==> src/rtl/cpu_control_unit.sv <==
// cpu_control_unit: fetch/decode sequencer for first_cpu.
// Fetches 8-bit instructions from a synchronous ROM, decodes them into operand/destination
// addresses and an ALU op, and sequences FETCH-DECODE-READ-EXEC-WB (5 cycles/instruction).
// Optional feature: define STEP_MODE_EN to add a 'step' input and a STEP_WAIT state after WB.
module cpu_control_unit #(
    parameter int unsigned PC_WIDTH = 3,
    parameter int unsigned PROG_LEN = 8
) (
    input  logic                clk,
    input  logic                rst_n,
    input  logic                start,
    input  logic                abort,
`ifdef STEP_MODE_EN
    input  logic                step,
`endif
    input  logic [7:0]          instr_data,
    output logic [PC_WIDTH-1:0] instr_addr,
    output logic [1:0]          src1_addr,
    output logic [1:0]          src2_addr,
    output logic [1:0]          dst_addr,
    output logic [1:0]          alu_op,
    output logic                alu_en,
    output logic                reg_write,
    output logic                busy,
    output logic                done
);

    typedef enum logic [2:0] {
        StIdle,
        StFetch,
        StDecode,
        StRead,
        StExec,
        StWb,
        StHalt
`ifdef STEP_MODE_EN
        ,
        StStepWait
`endif
    } state_e;

    // pc value of the final instruction; WB of this pc goes to HALT
    localparam logic [PC_WIDTH-1:0] LastPc = PC_WIDTH'(PROG_LEN - 1);

    state_e              state_q;
    logic [PC_WIDTH-1:0] pc_q;

    // ROM address is the program counter itself, so it is registered by construction
    assign instr_addr = pc_q;

    // Sequencer: state, pc and all registered outputs advance together
    always_ff @(posedge clk or negedge rst_n) begin
        if (!rst_n) begin
            state_q   <= StIdle;
            pc_q      <= '0;
            src1_addr <= '0;
            src2_addr <= '0;
            dst_addr  <= '0;
            alu_op    <= '0;
            alu_en    <= 1'b0;
            reg_write <= 1'b0;
            busy      <= 1'b0;
            done      <= 1'b0;
        end else begin
            // Strobes are single-cycle; only the READ->EXEC and EXEC->WB edges raise them
            alu_en    <= 1'b0;
            reg_write <= 1'b0;
            if (abort) begin
                // Address/op registers deliberately keep their last values
                state_q <= StIdle;
                pc_q    <= '0;
                busy    <= 1'b0;
                done    <= 1'b0;
            end else begin
                unique case (state_q)
                    StIdle, StHalt: begin
                        if (start) begin
                            state_q <= StFetch;
                            pc_q    <= '0;
                            busy    <= 1'b1;
                            done    <= 1'b0;
                        end
                    end
                    StFetch: begin
                        state_q <= StDecode;
                    end
                    StDecode: begin
                        // ROM data for pc became valid this cycle
                        alu_op    <= instr_data[7:6];
                        dst_addr  <= instr_data[5:4];
                        src1_addr <= instr_data[3:2];
                        src2_addr <= instr_data[1:0];
                        state_q   <= StRead;
                    end
                    StRead: begin
                        state_q <= StExec;
                        alu_en  <= 1'b1;
                    end
                    StExec: begin
                        state_q   <= StWb;
                        reg_write <= 1'b1;
                    end
                    StWb: begin
                        pc_q <= pc_q + 1'b1;
                        if (pc_q == LastPc) begin
                            state_q <= StHalt;
                            busy    <= 1'b0;
                            done    <= 1'b1;
                        end else begin
`ifdef STEP_MODE_EN
                            state_q <= StStepWait;
`else
                            state_q <= StFetch;
`endif
                        end
                    end
`ifdef STEP_MODE_EN
                    StStepWait: begin
                        if (step) begin
                            state_q <= StFetch;
                        end
                    end
`endif
                    default: begin
                        state_q <= StIdle;
                        busy    <= 1'b0;
                    end
                endcase
            end
        end
    end

endmodule
==> config.mk <==
export PLATFORM = sky130hd
export DESIGN_NAME = cpu_control_unit
export DESIGN_NICKNAME = d
export VERILOG_FILES = /design/src/rtl/cpu_control_unit.sv
export SDC_FILE = /design/constraint.sdc
export NUM_CORES = 1
export LEC_CHECK = 0
export CAP_MARGIN = 20
export CORE_ASPECT_RATIO = 0.8
export CORE_MARGIN = 1
export CORE_UTILIZATION = 40
export DETAILED_ROUTE_END_ITERATION = 10
export HOLD_SLACK_MARGIN = 0.02
export PLACE_DENSITY = 0.7
export SKIP_CTS_REPAIR_TIMING = 1
export SYNTH_ARGS = -nofsm -noshare
export SYNTH_HDL_FRONTEND = slang
export SYNTH_SLANG_ARGS = --single-unit
export TNS_END_PERCENT = 1
==> constraint.sdc <==
create_clock -name clk -period 1.5 [get_ports clk]
set_input_delay 0.3 -clock clk [delete_from_list [all_inputs] [get_ports clk]]
set_output_delay 0.3 -clock clk [all_outputs]
set_load 0.01 [all_outputs]
* After elaboration in Yosys (flattened, before gate mapping)
Index checks and enable logic that the tools add are counted.
Cells by class: multiplexer cells 19, bitwise logic cells 1, reductions and logical operators 8, equal/unequal tests 10, add/subtract/negate cells 1
Operator list (count):
- 3-bit case mux with 6 select lines | 1
- 3-bit two-way mux | 5
- 3-bit == test, second input constant | 4
- 1-bit two-way mux | 10
- 3-bit by 2-bit == test with 1-bit output, second input constant | 2
- 3-bit != test, second input constant | 2
- 3-bit case mux with 2 select lines | 1
- 3-bit AND reduction | 2
- 2-bit AND reduction | 2
- 4-bit OR reduction | 1
- 3-bit by 1-bit adder with 3-bit output, second input constant | 1
- 3-bit by 1-bit == test with 1-bit output, second input constant | 1
- 3-bit zero test | 1
- 1-bit case mux with 3 select lines | 1
- 3-bit nonzero test | 1
- 2-bit by 1-bit != test with 1-bit output, second input constant | 1
- 1-bit case mux with 2 select lines | 1
- 2-bit OR reduction | 1
- 1-bit NOT | 1
Word-level totals: register bits after elaboration 18, logic and storage cells 49, output and inout port bits 15, input port bits 12

* Longest topological paths before layout
depth in word-level cells 4, gate-level depth with buffers 5, mapped depth without buffers 5

* Worst setup path after synthesis
Ideal clock, no wire load.
kind flip-flop to flip-flop, start point register pc_q[0], in the netlist instr_addr[0], end point register busy, slack 0.086 ns, cell stages (with the launch flop) 6, arrival 1.320 ns, period minus slack after synthesis 1.414 ns, data required time 1.406 ns, cell sequence dfrtp_1 ha_1 ha_1 o21ai_0 o21ai_0 a221oi_2
Between the ends: cells in the longest elaborated chain, start to end 3
RTL lines:
- start: declaration | RTL line 46 | logic [PC_WIDTH-1:0] pc_q;
- start signal: assignment | RTL line 104 | pc_q <= pc_q + 1'b1;
- 3-bit == test | RTL line 105 | if (pc_q == LastPc) begin
- 3-bit != test (no line)
- 3-bit AND reduction (no line)
- end signal: assignment | RTL line 80 | busy <= 1'b1;
- end signal: assignment | RTL line 107 | busy <= 1'b0;
- end signal: assignment | RTL line 126 | busy <= 1'b0;
- end: declaration | RTL line 24 | output logic busy,
No other way between the ends. A chain may end at the register's enable or synchronous reset.

* Worst setup path in the final report
Ends and elaborated chain as after synthesis.

==> impl_metrics.env <==
export IMPL_cap_violations=0
export IMPL_maxSlewViolCount=0
export IMPL_grt_pass1_wl_mm=2.760
export IMPL_synth_area_per_cell_um2=11.46
export IMPL_setup_violations=0
export IMPL_post_route_cell_area_um2=1318
export IMPL_pwr_share_comb=0.336
export IMPL_peakVddDrop_v=0.0007932
export IMPL_hpwl_mm=1.317
export IMPL_fin_crit_sh=0.9492
export IMPL_synth_seq_cells=18
export IMPL_r2r_slack_ns=0.08
export IMPL_critPathKind="register to register"
export IMPL_p_total_w=0.001411
export IMPL_gp_congestion=0.7368
export IMPL_multi_input_area_um2=404.1
export IMPL_syn_nets=91
export IMPL_final_common_cell="dfrtp_1"
export IMPL_grt_ovfl_total=0
export IMPL_reg2reg_depth=5
export IMPL_initial_core_util=0.4456
export IMPL_die_height_um=44
export IMPL_die_area_um2=2398
export IMPL_grt_pass1_vias=622
export IMPL_seq_area_frac_synth=0.5106
export IMPL_hold_viol_final=0
export IMPL_slew_headroom=0.8400
export IMPL_status="complete, no violations"
export IMPL_r2r_start="instr_addr[0]"
export IMPL_max_freq_mhz=702.4
export IMPL_antennaDiodeCount=0
export IMPL_ctsLongestPathBuffers=2
export IMPL_place_area_um2=1241
export IMPL_rsz0062_at_grt="yes"
export IMPL_crit_path_end_kind="register"
export IMPL_fin_crit_ns=1.424
export IMPL_clockPowerShare=0.210
export IMPL_drt_iter0_drc=4
export IMPL_drt_pass1_iterations=4
export IMPL_viasPerCell=5.117
export IMPL_cts_tree="built"
export IMPL_arrival_ns=1.63
export IMPL_cts_htree_levels=1
export IMPL_track_usage=0.1691
export IMPL_core_area_um2=1979
export IMPL_switching_power_w=0.0003817
export IMPL_syn2layout_area_growth_pct=49.36
export IMPL_internal_power_w=0.001030
export IMPL_die_w_um=54.50
export IMPL_wl_mm=1.796
export IMPL_drive_above_1_share=0.2301
export IMPL_cp_data_required_time_ns=1.71
export IMPL_ant_nets=0
export IMPL_netlist_instances=77
export IMPL_switching_share=0.2704
export IMPL_placedCellCount=133
export IMPL_seqCellArea_um2=450.4
export IMPL_p_leak_nw=0.7541
export IMPL_final_setup_tns_ns=0
export IMPL_syn_area_um2=882.1
export IMPL_cts_root_buf="clkbuf_4"
export IMPL_vias=701
export IMPL_fillers=157
export IMPL_numCtsBuffers=3
export IMPL_ioPinCount=27
export IMPL_insertion_delay_ns=0.29
export IMPL_worst_r2r_endpoint="busy"
export IMPL_powerDensity_nw_per_um2=1071
export IMPL_antenna_found_initial=0
export IMPL_drcViolationCount=0
export IMPL_mostFrequentLayoutCells="dfrtp_1, dlymetal6s2s_1, clkdlybuf4s50_1, buf_4, mux2_2"
export IMPL_portBuffers=26
export IMPL_cts_sinks=18
export IMPL_nNetsFinal=128
export IMPL_cp_start_kind="register"
export IMPL_post_drt_wl_per_cell_um=13.11
export IMPL_instances_no_fill=137
export IMPL_rows=14
export IMPL_worst_pin_slew_ns=0.2401
export IMPL_yosysWarnings=0
export IMPL_worst_setup_hold_path_clk_slew_ns=0.10
export IMPL_p_seq_frac=0.454
export IMPL_yosysUniqueCellTypes=29
export IMPL_skew_ns=0.002009
export IMPL_grt_max_degree=19
export IMPL_cp_max_fo=5
export IMPL_hp_class="input port to asynchronous set/reset pin"
export IMPL_fin_worst_hold_slack_ns=0.3218
[power by group through the flow]
stage / sequential, W / clock [W] / combinational (W)
after floorplan: 0.000708 / 0 / 0.000158
final: 0.000641 / 0.000296 / 0.000474
after CTS: 0.000647 / 0.000307 / 0.000506
after global placement: 0.000652 / 0 / 0.000499
after global routing: 0.000653 / 0.000323 / 0.000513
after detailed placement: 0.000657 / 0 / 0.000506
[worst max path at each step]
stage                  startpoint             to  slack, ns
floorplan           instr_addr[0]           busy       0.09
detailed placement          start           busy      -0.15
finish              instr_addr[0]           busy       0.08
global route        instr_addr[0]           busy      -0.07
CTS                 instr_addr[0]  instr_addr[0]      -0.12
global placement            start           busy      -0.13
[metal layers]
| metal | track usage | wire length [µm] | part of all wire |
|---|---|---|---|
| met4 | 0.06154 | 19 | 0.011 |
| met5 | 0 | 0 | 0 |
| met3 | 0.06316 | 125 | 0.070 |
| met2 | 0.2561 | 786 | 0.44 |
| met1 | 0.2190 | 864 | 0.48 |
[critical path: stages, from the launching register on]
cell and delay [ns]:
dfrtp_1 0.40, ha_1 0.20, ha_2 0.21, o21ai_0 0.14, o21ai_0 0.12, a221oi_2 0.27
[cells by family (layout without fill, tap and decap cells)]
group	Yosys count	in the layout	synth area share
buffers and inverters	7	43	0.03403
and+or+nand+nor	25	25	0.1887
muxes	8	8	0.1021
DFF	18	18	0.5106
AOI/OAI and AO/OA	17	17	0.1362
adders and majority gates	2	2	0.02836
[Yosys cell counts]
| cell type | instances | share of area |
|---|---|---|
| mux2_1 | 1 | 0.013 |
| nor3_4 | 1 | 0.018 |
| nand3_1 | 2 | 0.011 |
| nand3b_1 | 3 | 0.026 |
| nor3_1 | 1 | 0.0057 |
| a221oi_1 | 2 | 0.020 |
| o21ai_0 | 6 | 0.034 |
| nor2b_1 | 5 | 0.035 |
| dfrtp_1 | 18 | 0.51 |
| buf_2 | 3 | 0.017 |
| inv_1 | 3 | 0.013 |
| a21oi_1 | 3 | 0.017 |
| nor2b_4 | 1 | 0.016 |
| a221oi_2 | 1 | 0.017 |
| nor2_1 | 1 | 0.0043 |
| a32oi_1 | 1 | 0.0099 |
| nand2b_1 | 3 | 0.021 |
| o211ai_1 | 1 | 0.0085 |
| a21o_1 | 1 | 0.0085 |
| mux2_2 | 7 | 0.089 |
| ha_1 | 2 | 0.028 |
| or2b_1 | 1 | 0.0085 |
| nor3b_1 | 1 | 0.0085 |
| o21bai_1 | 1 | 0.0085 |
| or3b_1 | 1 | 0.0099 |
| o221a_2 | 1 | 0.013 |
| nand2_1 | 4 | 0.017 |
| clkbuf_1 | 1 | 0.0043 |
| and3_1 | 1 | 0.0071 |
[sequential cells by signal (all words and copies together), names as in the netlist]
register,flops
src2_addr,2
reg_write,1
instr_addr,3
dst_addr,2
state_q,3
src1_addr,2
alu_en,1
done,1
alu_op,2
busy,1
[metrics by stage]
stage | util | setup slack [ns]
global route | 0.6656 | -0.06847
detailed placement | 0.6271 | -0.1496
finish | 0.6656 | 0.07623
floorplan | - | 0.08584
CTS | 0.6454 | -0.1228
global placement | 0.6271 | -0.1267
[layout make-up]
cell class	instances	area share
Sequential cell	18	0.3419
Multi-Input combinational cell	52	0.3067
Timing Repair Buffer	36	0.2925
Clock buffer	4	0.02754
Tap cell	24	0.02279
Inverter	3	0.008547
Note: power is estimated with default switching activity, not from simulation.
